$ cat config.mk
export PLATFORM = sky130hd
export DESIGN_NAME = serial_frame_tx_flat
export DESIGN_NICKNAME = d
export VERILOG_FILES = /design/src/rtl/serial_frame_pkg.sv /design/src/rtl/serial_frame_tx_if.sv /design/src/rtl/frame_shift_reg.sv /design/src/rtl/serial_frame_tx.sv /design/src/flat_wrapper.sv
export SDC_FILE = /design/constraint.sdc
export NUM_CORES = 1
export LEC_CHECK = 0
export BUFFER_PORTS_ARGS = -buffer_cell sky130_fd_sc_hd__buf_2
export CAP_MARGIN = 20
export CORE_MARGIN = 3
export CORE_UTILIZATION = 53
export CTS_BUF_LIST = sky130_fd_sc_hd__clkbuf_8 sky130_fd_sc_hd__clkbuf_16
export DETAILED_ROUTE_END_ITERATION = 16
export HOLD_SLACK_MARGIN = 0.08
export PLACE_DENSITY = 0.75
export SYNTH_ARGS = -nofsm -noshare
export SYNTH_HDL_FRONTEND = slang
export SYNTH_SLANG_ARGS = --single-unit
$ cat constraint.sdc
create_clock -name clock -period 2.1 [get_ports clock]
set_clock_uncertainty 0.1 [all_clocks]
set_input_delay 0.42 -clock clock [delete_from_list [all_inputs] [get_ports clock]]
set_output_delay 0.42 -clock clock [all_outputs]
set_load 0.05 [all_outputs]
$ cat src/rtl/serial_frame_pkg.sv
// Shared definitions for the framed serial transmitter and its matching receiver.
// Holds the state encoding, fixed line levels and the parity sense.
package serial_frame_pkg;

  typedef enum logic [2:0] {
    StIdle   = 3'd0,
    StStart  = 3'd1,
    StData   = 3'd2,
    StParity = 3'd3,
    StStop   = 3'd4,
    StGap    = 3'd5
  } state_e;

  localparam logic START_BIT  = 1'b1;
  localparam logic STOP_BIT   = 1'b0;
  localparam logic IDLE_LEVEL = 1'b0;

  // 0 selects even parity: data ones plus the parity bit give an even count.
  localparam logic PARITY_ODD = 1'b0;

  function automatic logic parity_bit(input logic data_xor);
    return data_xor ^ PARITY_ODD;
  endfunction

endpackage

$ cat src/rtl/serial_frame_tx_if.sv
// Load handshake and serial line bundle for serial_frame_tx.
// The master side supplies words; the slave side is the transmitter.
interface serial_frame_tx_if #(
  parameter int unsigned DATA_WIDTH = 8
) ();

  logic [DATA_WIDTH-1:0] data_in;
  logic                  load_in;
  logic                  ready_out;
  logic                  y_out;
  logic                  busy_out;
  logic                  done_out;

  modport master (
    output data_in,
    output load_in,
    input  ready_out,
    input  y_out,
    input  busy_out,
    input  done_out
  );

  modport slave (
    input  data_in,
    input  load_in,
    output ready_out,
    output y_out,
    output busy_out,
    output done_out
  );

endinterface

$ cat src/rtl/frame_shift_reg.sv
// Payload shift register: parallel load, shift-left enable, MSB presented first.
// Load has priority over shift.
module frame_shift_reg #(
  parameter int unsigned DATA_WIDTH = 8
) (
  input  logic                  clk_i,
  input  logic                  rst_i,
  input  logic                  load_i,
  input  logic                  shift_i,
  input  logic [DATA_WIDTH-1:0] data_i,
  output logic                  msb_o
);

  logic [DATA_WIDTH-1:0] sr_q, sr_d;

  always_comb begin
    sr_d = sr_q;
    if (load_i) begin
      sr_d = data_i;
    end else if (shift_i) begin
      sr_d = {sr_q[DATA_WIDTH-2:0], 1'b0};
    end
  end

  always_ff @(posedge clk_i or posedge rst_i) begin
    if (rst_i) begin
      sr_q <= '0;
    end else begin
      sr_q <= sr_d;
    end
  end

  assign msb_o = sr_q[DATA_WIDTH-1];

endmodule

$ cat src/rtl/serial_frame_tx.sv
// Framed serial transmitter: start bit, MSB-first data, even parity, stop bit, idle gap.
// Line outputs are decoded from registered state only, so nothing combinational reaches them.
module serial_frame_tx
  import serial_frame_pkg::*;
#(
  parameter int unsigned DATA_WIDTH = 8,
  parameter int unsigned GAP_CYCLES = 2
) (
  input  logic               clock,
  input  logic               reset,
  serial_frame_tx_if.slave   bus
);

  localparam int unsigned CW = $clog2(DATA_WIDTH);
  // Gap counter is kept one bit wide when there is no gap so the code stays legal.
  localparam int unsigned GW = (GAP_CYCLES > 0) ? $clog2(GAP_CYCLES + 1) : 1;
  localparam logic [CW-1:0] CntLast = CW'(DATA_WIDTH - 1);
  localparam logic [GW-1:0] GapLast = GW'((GAP_CYCLES > 0) ? GAP_CYCLES - 1 : 0);

  state_e          state_q, state_d;
  logic [CW-1:0]   bit_cnt_q, bit_cnt_d;
  logic [GW-1:0]   gap_cnt_q, gap_cnt_d;
  logic            parity_q, parity_d;
  logic            accept;
  logic            shift_en;
  logic            sr_msb;
  logic            y;
  logic            done;

  assign accept = bus.load_in && (state_q == StIdle);

  frame_shift_reg #(
    .DATA_WIDTH (DATA_WIDTH)
  ) u_shift (
    .clk_i   (clock),
    .rst_i   (reset),
    .load_i  (accept),
    .shift_i (shift_en),
    .data_i  (bus.data_in),
    .msb_o   (sr_msb)
  );

  always_comb begin
    state_d   = state_q;
    bit_cnt_d = bit_cnt_q;
    gap_cnt_d = gap_cnt_q;
    parity_d  = parity_q;
    shift_en  = 1'b0;
    y         = IDLE_LEVEL;
    done      = 1'b0;
    case (state_q)
      StIdle: begin
        if (bus.load_in) begin
          parity_d = parity_bit(^bus.data_in);
          state_d  = StStart;
        end
      end
      StStart: begin
        y         = START_BIT;
        bit_cnt_d = CntLast;
        state_d   = StData;
      end
      StData: begin
        y        = sr_msb;
        shift_en = 1'b1;
        if (bit_cnt_q == '0) begin
          state_d = StParity;
        end else begin
          bit_cnt_d = bit_cnt_q - 1'b1;
        end
      end
      StParity: begin
        y       = parity_q;
        state_d = StStop;
      end
      StStop: begin
        y    = STOP_BIT;
        done = 1'b1;
        if (GAP_CYCLES > 0) begin
          gap_cnt_d = GapLast;
          state_d   = StGap;
        end else begin
          state_d = StIdle;
        end
      end
      StGap: begin
        if (gap_cnt_q == '0) begin
          state_d = StIdle;
        end else begin
          gap_cnt_d = gap_cnt_q - 1'b1;
        end
      end
      default: state_d = StIdle;
    endcase
  end

  always_ff @(posedge clock or posedge reset) begin
    if (reset) begin
      state_q   <= StIdle;
      bit_cnt_q <= '0;
      gap_cnt_q <= '0;
      parity_q  <= 1'b0;
    end else begin
      state_q   <= state_d;
      bit_cnt_q <= bit_cnt_d;
      gap_cnt_q <= gap_cnt_d;
      parity_q  <= parity_d;
    end
  end

  assign bus.y_out     = y;
  assign bus.done_out  = done;
  assign bus.ready_out = (state_q == StIdle);
  assign bus.busy_out  = (state_q != StIdle);

endmodule

$ cat src/flat_wrapper.sv
// flat-port wrapper written by rule: the top's interface ports become plain ports
module serial_frame_tx_flat import serial_frame_pkg::*;
#(
  parameter int unsigned DATA_WIDTH = 8,
  parameter int unsigned GAP_CYCLES = 2
)
  (clock, reset, bus_data_in, bus_load_in, bus_ready_out, bus_y_out, bus_busy_out, bus_done_out);
  serial_frame_tx_if #(.DATA_WIDTH(DATA_WIDTH)) bus_i ();
  input  logic clock;
  input  logic reset;
  input wire logic [$bits(bus_i.data_in)-1:0] bus_data_in;
  input wire logic [$bits(bus_i.load_in)-1:0] bus_load_in;
  output wire logic [$bits(bus_i.ready_out)-1:0] bus_ready_out;
  output wire logic [$bits(bus_i.y_out)-1:0] bus_y_out;
  output wire logic [$bits(bus_i.busy_out)-1:0] bus_busy_out;
  output wire logic [$bits(bus_i.done_out)-1:0] bus_done_out;
  assign bus_i.data_in = bus_data_in;
  assign bus_i.load_in = bus_load_in;
  assign bus_ready_out = bus_i.ready_out;
  assign bus_y_out = bus_i.y_out;
  assign bus_busy_out = bus_i.busy_out;
  assign bus_done_out = bus_i.done_out;
  serial_frame_tx #(.DATA_WIDTH(DATA_WIDTH), .GAP_CYCLES(GAP_CYCLES)) u_core (.clock(clock), .reset(reset), .bus(bus_i));
endmodule
; ---- Word-level counts from Yosys, hierarchy flattened
; Index checks and enable logic that the tools add are counted.
[totals]
register_bits = 17
wordCells = 43
latch_bits = 0
out_inout_bits = 4
mem_bits_rw = 0
inputBits = 11
rom_bits = 0
n_memories = 0
[op_classes]
muxes = 13
reduce_logical = 13
bitwise_logic = 0
div_mod_pow = 0
n_mul = 0
n_shift = 0
addsub = 2
magnitude_cmp = 0
eq_ne = 10
[op_table]
columns = op, count
row1 = case mux 3 bit (6 select lines), 1
row2 = 2-to-1 mux 8 bit, 2
row3 = 2-to-1 mux 3 bit, 4
row4 = parity 8 bit, 1
row5 = "== test 3 x 2 -> 1 bit, second input constant", 2
row6 = "== test 3 bit, second input constant", 2
row7 = zero test 3 bit, 2
row8 = "!= test 2 bit, second input constant", 3
row9 = case mux 3 bit (2 select lines), 1
row10 = AND reduction 2 bit, 3
row11 = nonzero test 2 bit, 3
row12 = "!= test 2 x 1 -> 1 bit, second input constant", 2
row13 = case mux 2 bit (2 select lines), 1
row14 = "== test 3 x 1 -> 1 bit, second input constant", 1
row15 = case mux 1 bit (3 select lines), 1
row16 = AND reduction 3 bit, 1
row17 = nonzero test 3 bit, 1
row18 = "subtractor 3 x 1 -> 3 bit, second input constant", 1
row19 = zero test 2 bit, 1
row20 = 2-to-1 mux 1 bit, 2
row21 = 2-to-1 mux 2 bit, 1
row22 = "subtractor 2 x 1 -> 2 bit, second input constant", 1
row23 = logical AND 1 bit, 1

; ---- Depth between registers and ports, before layout
; Gate-level depths: netlist of run 1.
[depth]
word_depth = 4
depth_mapped = 6
depth_no_buf = 6

; ---- By module
; From an unflattened synthesis of run 1, not the netlist that was laid out.
[hier_totals]
hier_cells = 99
area_unflattened_um2 = 974.7
[modules_own_cells]
columns = mod, seq_area_each_um2, cells_each, instances, area_per_inst_um2
row1 = serial_frame_tx, 225.2, 64, 1, 601.8
row2 = frame_shift_reg, 200.2, 35, 1, 372.9

; ---- Least setup slack after synthesis of run 1
; No wires, ideal clock.
[synth_path]
path_type = reg-to-output
start = reg u_core.state_q[2]
end = out bus_done_out
path_buffers = 1
slack_ps = -90
t_required_ps = 1580
path_stages_with_launch = 4
arrival_time_ps = 1670
path_cell_list = dfrtp_1 -> buf_2 -> inv_1 -> nor3_1
[synth_between]
elab_chain_len = 2
[synth_lines]
columns = item, line_no
row1 = from (decl), serial_frame_tx.sv:20  ; state_e state_q, state_d;
row2 = from (signal assigned), serial_frame_tx.sv:99  ; state_q <= StIdle;
row3 = from (signal assigned), serial_frame_tx.sv:104  ; state_q <= state_d;
row4 = == test 3 bit, serial_frame_tx.sv:51  ; case (state_q)
row5 = 2-to-1 mux 1 bit, serial_frame_tx.sv:51
row6 = to (decl), flat_wrapper.sv:16  ; output wire logic [$bits(bus_i.done_out)-1:0] bus_done_out;
; Every way passes these cells.

; ---- Final worst setup path of run 1
[layout_path]
start = reg u_core.state_q[2]
end = out bus_ready_out
[layout_between]
elab_chain_len = 1
[layout_lines]
columns = item, line_no
row1 = zero test 3 bit, serial_frame_tx.sv:113  ; assign bus.ready_out = (state_q == StIdle);
row2 = to (decl), flat_wrapper.sv:13  ; output wire logic [$bits(bus_i.ready_out)-1:0] bus_ready_out;
; Every way passes these cells.

==> flow_summary_export.csv, run 1 <==
group,metric,value,unit
synthesis,ys_warn_count,0,
pwr,sw_frac_of_total,44.5,%
synthesis,synth_cell_type_count,25,
critical_path,slowest_stage,"dfrtp_1",
critical_path,crit_arrival,1.46,ns
global_route,grt_pass1_vias,659,
cts,htree_levels,1,
sta,fin_setup_tns,0,ns
synthesis,ys_top_cells_by_count,"nand2_1, dfrtp_1, inv_1, a22oi_1, xnor2_1",
floorplan,die_area,0.00223,mm²
critical_path,crit_path_end,"bus_ready_out",
detailed_routing,antenna_left,0,
pwr,p_switching,0.702,mW
sta,fin_crit_sh,94.2,%
critical_path,worstSetupEndpointType,"output pin",
detailed_routing,drt-pass1-iter-count,4,
sta,fmax,505,MHz
critical_path,r2r_cells,4,
sta,finalCriticalPeriod,1.98,ns
global_route,grt_pass1_wl,2.71,mm
final_layout,fillers,130,
detailed_routing,via_per_inst,5.46,
sta,setup_viol,0,
sta,maxSlewViolCount,0,
detailed_routing,vias,715,
worst_hold_path,hold_path.class,"primary input to asynchronous set/reset pin",
critical_path,critPathLaunchType,"register",
cts,numCtsBuffers,3,
critical_path,worstPathMaxFanout,9,
final_layout,antenna_cells,0,
final_layout,drive_gt1_share,22.6,%
pwr,p_leak,0.519,nW
floorplan,start_util,57.7,%
floorplan,die_h,47.2,µm
critical_path,reg2reg_to,"u_core.state_q[0]",
detailed_routing,wl,1.64,mm
floorplan,ios,15,
cts,clock_latency,0.24,ns
synthesis,synth_top_cell_area_share,47.3,%
synthesis,synth_flop_cell,"dfrtp_1",
pwr,power.internal,0.876,mW
pwr,clock_power_share,14.8,%
critical_path,max_stage_delay,0.49,ns
cts,clkSinkCount,17,
synthesis,synth.cell_area,900,µm²
pwr,combPwrFrac,46.0,%
synthesis,synth_edf_count,0,
cts,cts.path.max_buffers,2,
sta,rsz0062_at_grt,"false",
detailed_routing,routedWlPerCell,12.5,µm
critical_path,reg2reg_slack,0.51,ns
floorplan,rows,14,
synthesis,yosys-top-cells-area,"dfrtp_1, nand2_1, xnor2_1",
synthesis,postSynthCellCount,98,
sta,hold_viol,0,
placement,io_buffers,14,
critical_path,required,1.58,ns
synthesis,syn_area_per_cell,9.18,µm²
synthesis,async_flop_share,100,%
critical_path,cp_cell_sequence,"or3_1 > inv_1 > buf_2",
placement,place_area,0.00100,mm²
global_route,grtUsageTotal,17.5,%
critical_path,crit_start,"u_core.state_q[2]",
detailed_routing,drcViolationCount,0,
pwr,ir_drop,0.727,mV
sta,relSlewSlack,58.6,%
pwr,pwr-share-seq,39.2,%
synthesis,yosysMostFrequentCell,"nand2_1",
placement,gp_congestion,0.902,
pwr,power_density,1500,mW/mm²
synthesis,post-synth-top-area-cell,"dfrtp_1",
final_layout,final_area,0.00105,mm²
cts,clk_pin_slew_worst_paths,0.06,ns
run_status,status,"completed",
floorplan,core_area,0.00156,mm²
floorplan,die_w,47.2,µm
detailed_routing,drt_iter0_markers,18,
synthesis,synthesis.nets,112,
cts,cts_tree,"yes",
global_route,overflow,0,
sta,tightest_slew,0.620,ns
placement,hpwl,1.22,mm
final_layout,area.growth.synth_to_final,17.0,%
cts,post-cts-setup-buffers,0,
cts,root_buffer,"clkbuf_8",
synthesis,ys_ff_latch,17,
critical_path,path_class,"register to output pin",
global_route,antenna_found_initial,0,
flow_run,max_cap_violations,0,
final_layout,nets,130,
global_route,grt_max_degree,18,
synthesis,ys_seq_area_share,47.3,%
critical_path,r2r_start,"u_core.state_q[1]",
power groups by stage:
stage	clock, mW	sequential [mW]	combinational [mW]
after floorplan	0	0.551	0.610
after global placement	0	0.605	0.711
after detailed placement	0	0.615	0.724
after CTS	0.241	0.610	0.732
after global routing	0.254	0.641	0.822
final	0.233	0.619	0.726
state kept, by name, indices dropped and copies added, names as in the netlist:
name	flops
u_core.bit_cnt_q	3
u_core.u_shift.sr_q	8
u_core.gap_cnt_q	2
u_core.state_q	3
u_core.parity_q	1
how the worst min path moves through the flow:
stage | start | to | cells after the start
2_1_floorplan | reset | u_core.bit_cnt_q[0] | 1
3_3_place_gp | u_core.gap_cnt_q[1] | u_core.gap_cnt_q[1] | 2
3_5_place_dp | u_core.u_shift.sr_q[5] | u_core.u_shift.sr_q[5] | 2
4_1_cts | reset | u_core.state_q[1] | 2
5_1_grt | reset | u_core.gap_cnt_q[0] | 2
6_report | reset | u_core.bit_cnt_q[2] | 2
per-layer routing:
metal  part of all wire (%)  up-vias  GRT usage (%)
met5                      0        -              0
met3                    3.7        2           3.45
met4                   0.73        0           6.63
met2                     48       15           30.4
met1                     48      335           21.4
li1                       -      363              -
through the flow:
| stage | power (mW) | hold slack (ns) | cells | utilization, % | worst slack (ns) |
|---|---|---|---|---|---|
| 2_1_floorplan | 1.16 | 0.246 | 98 | - | -0.00513 |
| 3_5_place_dp | 1.34 | 0.371 | 127 | 64.3 | 0.280 |
| 4_1_cts | 1.58 | 0.166 | 131 | 67.2 | 0.00416 |
| 5_1_grt | 1.72 | 0.182 | 131 | 67.5 | 0.0328 |
| 6_report | 1.58 | 0.142 | 131 | 67.5 | 0.122 |
| 3_3_place_gp | 1.32 | 0.361 | 127 | 64.3 | 0.313 |
cells by family after synthesis:
| kind of cell | synth area share (%) |
|---|---|
| mux | 1.11 |
| compound gates | 16.0 |
| flops | 47.3 |
| simple gates | 19.3 |
| buf+inv | 5.28 |
| fa+ha+maj | 4.17 |
| xor+xnor | 6.82 |
worst max-delay path, delay by kind of cell (launching register included):
family | cells | cell delay (ns)
buffers and inverters | 2 | 0.30
and+or+nand+nor | 1 | 0.42
DFF | 1 | 0.49
repair_timing:
item | in CTS | in global routing
endpoints found under the hold margin | 0 | 0
resized for setup | 0 | 3
setup endpoints to repair | 0 | 1
hold buffers | 0 | 0
layout by cell type, fill, tap and decap left out, drive strengths merged, types with 2 or more instances in the layout:
cell type,count
dfrtp,17
a31oi,3
clkbuf,3
ha,3
a21oi,2
buf,16
xnor2,7
a22oi,7
o21ai,7
nor2b,3
inv,10
nand2,22
nor2,4
cell type report:
type	count	area [µm²]	area share, %
clock inverters	1	3.75	0.357
repair buffers	16	85.1	8.09
well taps	16	20.0	1.90
multi-input cells	69	440	41.9
clock buffers	3	41.3	3.92
flip-flops and latches	17	428	40.7
inverters	9	33.8	3.21
Note: power is estimated with default switching activity, not from simulation.
==> inputs of run 2 (changes only) <==
CORE_MARGIN = 5   (was 3)
==> run 2 against run 1 <==
Worst hold slack improved by 0.0086 ns. Final area unchanged. Clock-buffer cell count unchanged. Sequential power decreased by 1%. Highest routed layer unchanged.
==> flow_summary_export.csv, run 2 (synthesis results as in run 1) <==
group,metric,value,unit
run_status,status,"completed",
sta,finalCriticalPeriod,1.99,ns
floorplan,die_h,51.2,µm
floorplan,ios,15,
critical_path,required,1.58,ns
global_route,grt_max_degree,18,
sta,setup_viol,0,
final_layout,seqCellArea,428,µm²
cts,numCtsBuffers,3,
detailed_routing,via_per_inst,5.47,
final_layout,drive_gt1_share,22.6,%
worst_hold_path,hold_path.class,"primary input to asynchronous set/reset pin",
sta,hold_viol,0,
detailed_routing,vias,717,
placement,hpwl,1.32,mm
detailed_routing,antenna_left,0,
sta,tightest_slew,0.648,ns
cts,cts_tree,"yes",
sta,rsz0062_at_grt,"false",
final_layout,fillers,127,
critical_path,worstSetupEndpointType,"output pin",
detailed_routing,drcViolationCount,0,
floorplan,rows,14,
cts,root_buffer,"clkbuf_8",
final_layout,top_register,"u_core.u_shift.sr_q",
global_route,antenna_found_initial,0,
final_layout,fin_cells,131,
placement,place_area,0.00100,mm²
detailed_routing,wl,1.71,mm
sta,fin_crit_sh,94.6,%
final_layout,nets,130,
detailed_routing,routedWlPerCell,13.0,µm
critical_path,critPathLaunchType,"register",
cts,clk_pin_slew_worst_paths,0.06,ns
final_layout,final_common_cell,"nand2_1",
global_route,grt_pass1_vias,711,
final_layout,multiInputGateArea,440,µm²
sta,fmax,503,MHz
floorplan,die_area,0.00262,mm²
cts,cts_hold_buffers,0,
critical_path,worstPathMaxFanout,9,
cts,clock_latency,0.25,ns
global_route,grtUsageTotal,15.2,%
cts,cts.path.max_buffers,2,
critical_path,crit_arrival,1.47,ns
pwr,power_density,1510,mW/mm²
final_layout,mostFrequentLayoutCells,"nand2_1, dfrtp_1, buf_2, inv_1",
final_layout,area.growth.synth_to_final,17.0,%
sta,maxSlewViolCount,0,
pwr,ir_drop,0.964,mV
floorplan,die_w,51.2,µm
cts,clkSinkCount,17,
final_layout,antenna_cells,0,
critical_path,reg2reg_slack,0.50,ns
floorplan,start_util,57.7,%
critical_path,path_class,"register to output pin",
placement,place_inst,127,
pwr,p_leak,0.519,nW
floorplan,core_area,0.00156,mm²
detailed_routing,drt_iter0_markers,26,
cts,htree_levels,1,
final_layout,top_regs,"u_core.u_shift.sr_q (8), u_core.bit_cnt_q (3), u_core.state_q (3)",
placement,io_buffers,14,
global_route,grt_pass1_wl,3.02,mm
cts,post-cts-setup-buffers,0,
final_layout,final_area,0.00105,mm²
global_route,overflow,0,
flow_run,max_cap_violations,0,
detailed_routing,drt-pass1-iter-count,4,
sta,relSlewSlack,56.8,%
final_layout,largest_register_ff_count,8,
final_layout,finish.utilization,67.5,%
placement,gp_congestion,0.846,
## run 2: cell counts in the layout (fill, tap and decap cells not counted)
Identical to the previous run, type by type.
## run 2: power by group
group / leakage (nW) / switching [mW] / internal (mW)
registers: 0.201 / 0.138 / 0.475
clock network: 0.0269 / 0.106 / 0.129
logic: 0.291 / 0.465 / 0.271
total: 0.519 / 0.709 / 0.876
## run 2: final timing paths
kind	to	depth (start not counted)	startpoint
hold / removal	u_core.gap_cnt_q[0]	2	reset
hold reg to reg	u_core.u_shift.sr_q[2]	2	u_core.u_shift.sr_q[2]
setup reg to reg	u_core.state_q[0]	4	u_core.state_q[1]
setup / recovery	bus_ready_out	3	u_core.state_q[2]
min in group clock	u_core.u_shift.sr_q[0]	3	bus_data_in[0]
max in group asynchronous	u_core.state_q[0]	2	reset
## run 2: metal layers
layer  track usage (%)  up-vias  wire [µm]
met5                 0        -          0
met4              5.38        0         10
met3              4.07        2        111
met2              25.1       19        811
met1              19.0      334        772
li1                  -      362          -
## run 2: critical path, stage by stage (launching register included)
cell and delay, ns:
dfrtp_1 0.49, or3_1 0.42, inv_1 0.05, buf_2 0.25
## run 2: area by class of cell
| type | count | share of cell area [%] |
|---|---|---|
| multi-input combinational | 69 | 41.9 |
| sequential | 17 | 40.7 |
| timing repair buffer | 16 | 8.09 |
| clock buffer | 3 | 3.92 |
| inverter | 9 | 3.21 |
| tap | 16 | 1.90 |
| clock inverter | 1 | 0.357 |
## run 2: through the flow
stage	hold WS [ns]	setup TNS, ns	setup WS [ns]	total power, mW
finish	0.150	0	0.113	1.59
global route	0.206	0	0.0177	1.72
CTS	0.173	0	0.0558	1.59
detailed placement	0.364	0	0.256	1.35
global placement	0.360	0	0.317	1.32
floorplan	0.246	-0.00513	-0.00513	1.16
## run 2: repair_timing
item                                    in CTS  in global routing
pin swaps                                    0                  0
endpoints found under the setup margin       1                  1
resized for setup                            1                  2
gates cloned                                 0                  0
==> inputs of run 3 (changes only) <==
CORE_UTILIZATION = 55   (was 53)
PLACE_DENSITY = 0.77   (was 0.75)
clock period = 2.5 ns   (was 2.1 ns; I/O delays follow)
==> run 3 against run 2 <==
Worst hold slack better by 0.077 ns. Setup slack better by 0.24 ns. Power down 18%. Final area down 1.7%. Largest cell class unchanged. Register-to-register slack better by 0.26 ns. Largest power group unchanged. Via count up 0.14%. Global-route usage down 0.64 points. Critical path depth up 1. Die area down 2.9%. Cell count down 0.76%.
==> flow_summary_export.csv, run 3 (synthesis results as in run 1) <==
group,metric,value,unit
sta,setup_viol,0,
placement,hpwl,1.20,mm
floorplan,die_h,50.4,µm
cts,clkSinkCount,17,
sta,finalCriticalPeriod,2.15,ns
final_layout,drive_gt1_share,18.4,%
detailed_routing,antenna_left,0,
critical_path,slowest_stage,"dfrtp_1",
placement,io_buffers,14,
floorplan,die_area,0.00254,mm²
sta,rsz0062_at_grt,"false",
worst_hold_path,hold_path.class,"primary input to asynchronous set/reset pin",
global_route,grtUsageTotal,14.5,%
detailed_routing,vias,718,
final_layout,top_regs,"u_core.u_shift.sr_q (8), u_core.bit_cnt_q (3), u_core.state_q (3)",
final_layout,area.growth.synth_to_final,15.0,%
critical_path,worstPathMaxFanout,13,
floorplan,die_w,50.4,µm
detailed_routing,via_per_inst,5.52,
sta,maxSlewViolCount,0,
placement,gp_congestion,0.854,
detailed_routing,drcViolationCount,0,
sta,fmax,466,MHz
detailed_routing,routedWlPerCell,12.5,µm
critical_path,max_stage_delay,0.52,ns
floorplan,start_util,59.0,%
sta,relSlewSlack,57.3,%
floorplan,rows,14,
pwr,ir_drop,0.766,mV
sta,tightest_slew,0.640,ns
final_layout,final_common_cell,"nand2_1",
final_layout,mostFrequentLayoutCells,"nand2_1, dfrtp_1, buf_2, inv_1",
cts,cts_resized,0,
sta,hold_viol,0,
global_route,grt_pass1_wl,2.84,mm
cts,cts.path.max_buffers,2,
cts,cts_hold_buffers,0,
run_status,status,"completed",
critical_path,crit_arrival,1.55,ns
floorplan,ios,15,
sta,fin_crit_sh,85.9,%
final_layout,antenna_cells,0,
critical_path,required,1.90,ns
cts,cts_tree,"yes",
critical_path,path_class,"register to output pin",
sta,fin_setup_tns,0,ns
final_layout,top_register,"u_core.u_shift.sr_q",
cts,clock_latency,0.25,ns
global_route,grt_max_degree,18,
flow_run,max_cap_violations,0,
cts,root_buffer,"clkbuf_8",
floorplan,core_area,0.00152,mm²
cts,clk_pin_slew_worst_paths,0.06,ns
pwr,power_density,1260,mW/mm²
detailed_routing,drt-pass1-iter-count,4,
critical_path,worstSetupEndpointType,"output pin",
critical_path,cp_cell_sequence,"nor2b_1 > nand2_1 > a21oi_1 > buf_2",
global_route,grt_pass1_vias,646,
final_layout,largest_register_ff_count,8,
global_route,antenna_found_initial,0,
detailed_routing,wl,1.62,mm
final_layout,finish.utilization,67.9,%
critical_path,critPathLaunchType,"register",
final_layout,nets,129,
pwr,p_total,1.30,mW
pwr,p_leak,0.515,nW
global_route,overflow,0,
cts,htree_levels,1,
cts,post-cts-setup-buffers,0,
detailed_routing,drt_iter0_markers,13,
cts,numCtsBuffers,3,
==> run 3: cell types whose count changed in the layout (fill, tap and decap cells not counted) <==
cell,change
dfrtp_1,+2
dfrtp_2,-2
buf_4,-1
nor2b_1,+1
nor2b_2,-1
nor3_1,+1
nor3_2,-1
==> run 3: path summary, 6_finish.rpt <==
kind	startpoint	to	slack, ns	cells after the start
max in group asynchronous	reset	u_core.state_q[2]	1.66	2
min in group clock	u_core.u_shift.sr_q[5]	u_core.u_shift.sr_q[5]	0.38	2
worst max register to register	u_core.state_q[0]	u_core.bit_cnt_q[1]	0.76	4
worst min-delay path	reset	u_core.u_shift.sr_q[0]	0.23	2
worst max-delay path	u_core.state_q[0]	bus_y_out	0.35	4
worst min register to register	u_core.u_shift.sr_q[5]	u_core.u_shift.sr_q[5]	0.38	2
==> run 3: routing by layer <==
layer	vias to the layer above	wire (µm)	global-route usage [%]
li1	361	-	-
met1	335	776	19.3
met2	20	735	22.3
met3	2	96	2.66
met4	0	12	7.66
met5	-	0	0
==> run 3: final cells by class <==
cell class	count	area (µm²)
timing repair buffer	15	77.6
multi-input combinational	69	433
tap	16	20.0
clock inverter	1	3.75
fill	123	489
inverter	9	33.8
sequential	17	425
clock buffer	3	41.3
==> run 3: report_power, final <==
group          switching (mW)  internal (mW)  total (mW)
sequential              0.112          0.396       0.508
combinational           0.381          0.215       0.596
clock                  0.0880          0.109       0.197
total                   0.581          0.720        1.30
==> run 3: critical path: cells and delay by family, from the launching register on <==
kind	cells	cell delay, ns
flops	1	0.52
compound gates	1	0.13
buf+inv	1	0.27
simple gates	2	0.38
==> run 3: through the flow <==
stage | worst slack (ns) | cell area (µm²) | hold WS, ns | std cells
after global placement | 0.635 | 990 | 0.361 | 126
after floorplan | 0.230 | 900 | 0.326 | 98
final | 0.352 | 1030 | 0.227 | 130
after CTS | 0.340 | 1030 | 0.244 | 130
after detailed placement | 0.616 | 990 | 0.364 | 126
after global routing | 0.197 | 1030 | 0.270 | 130
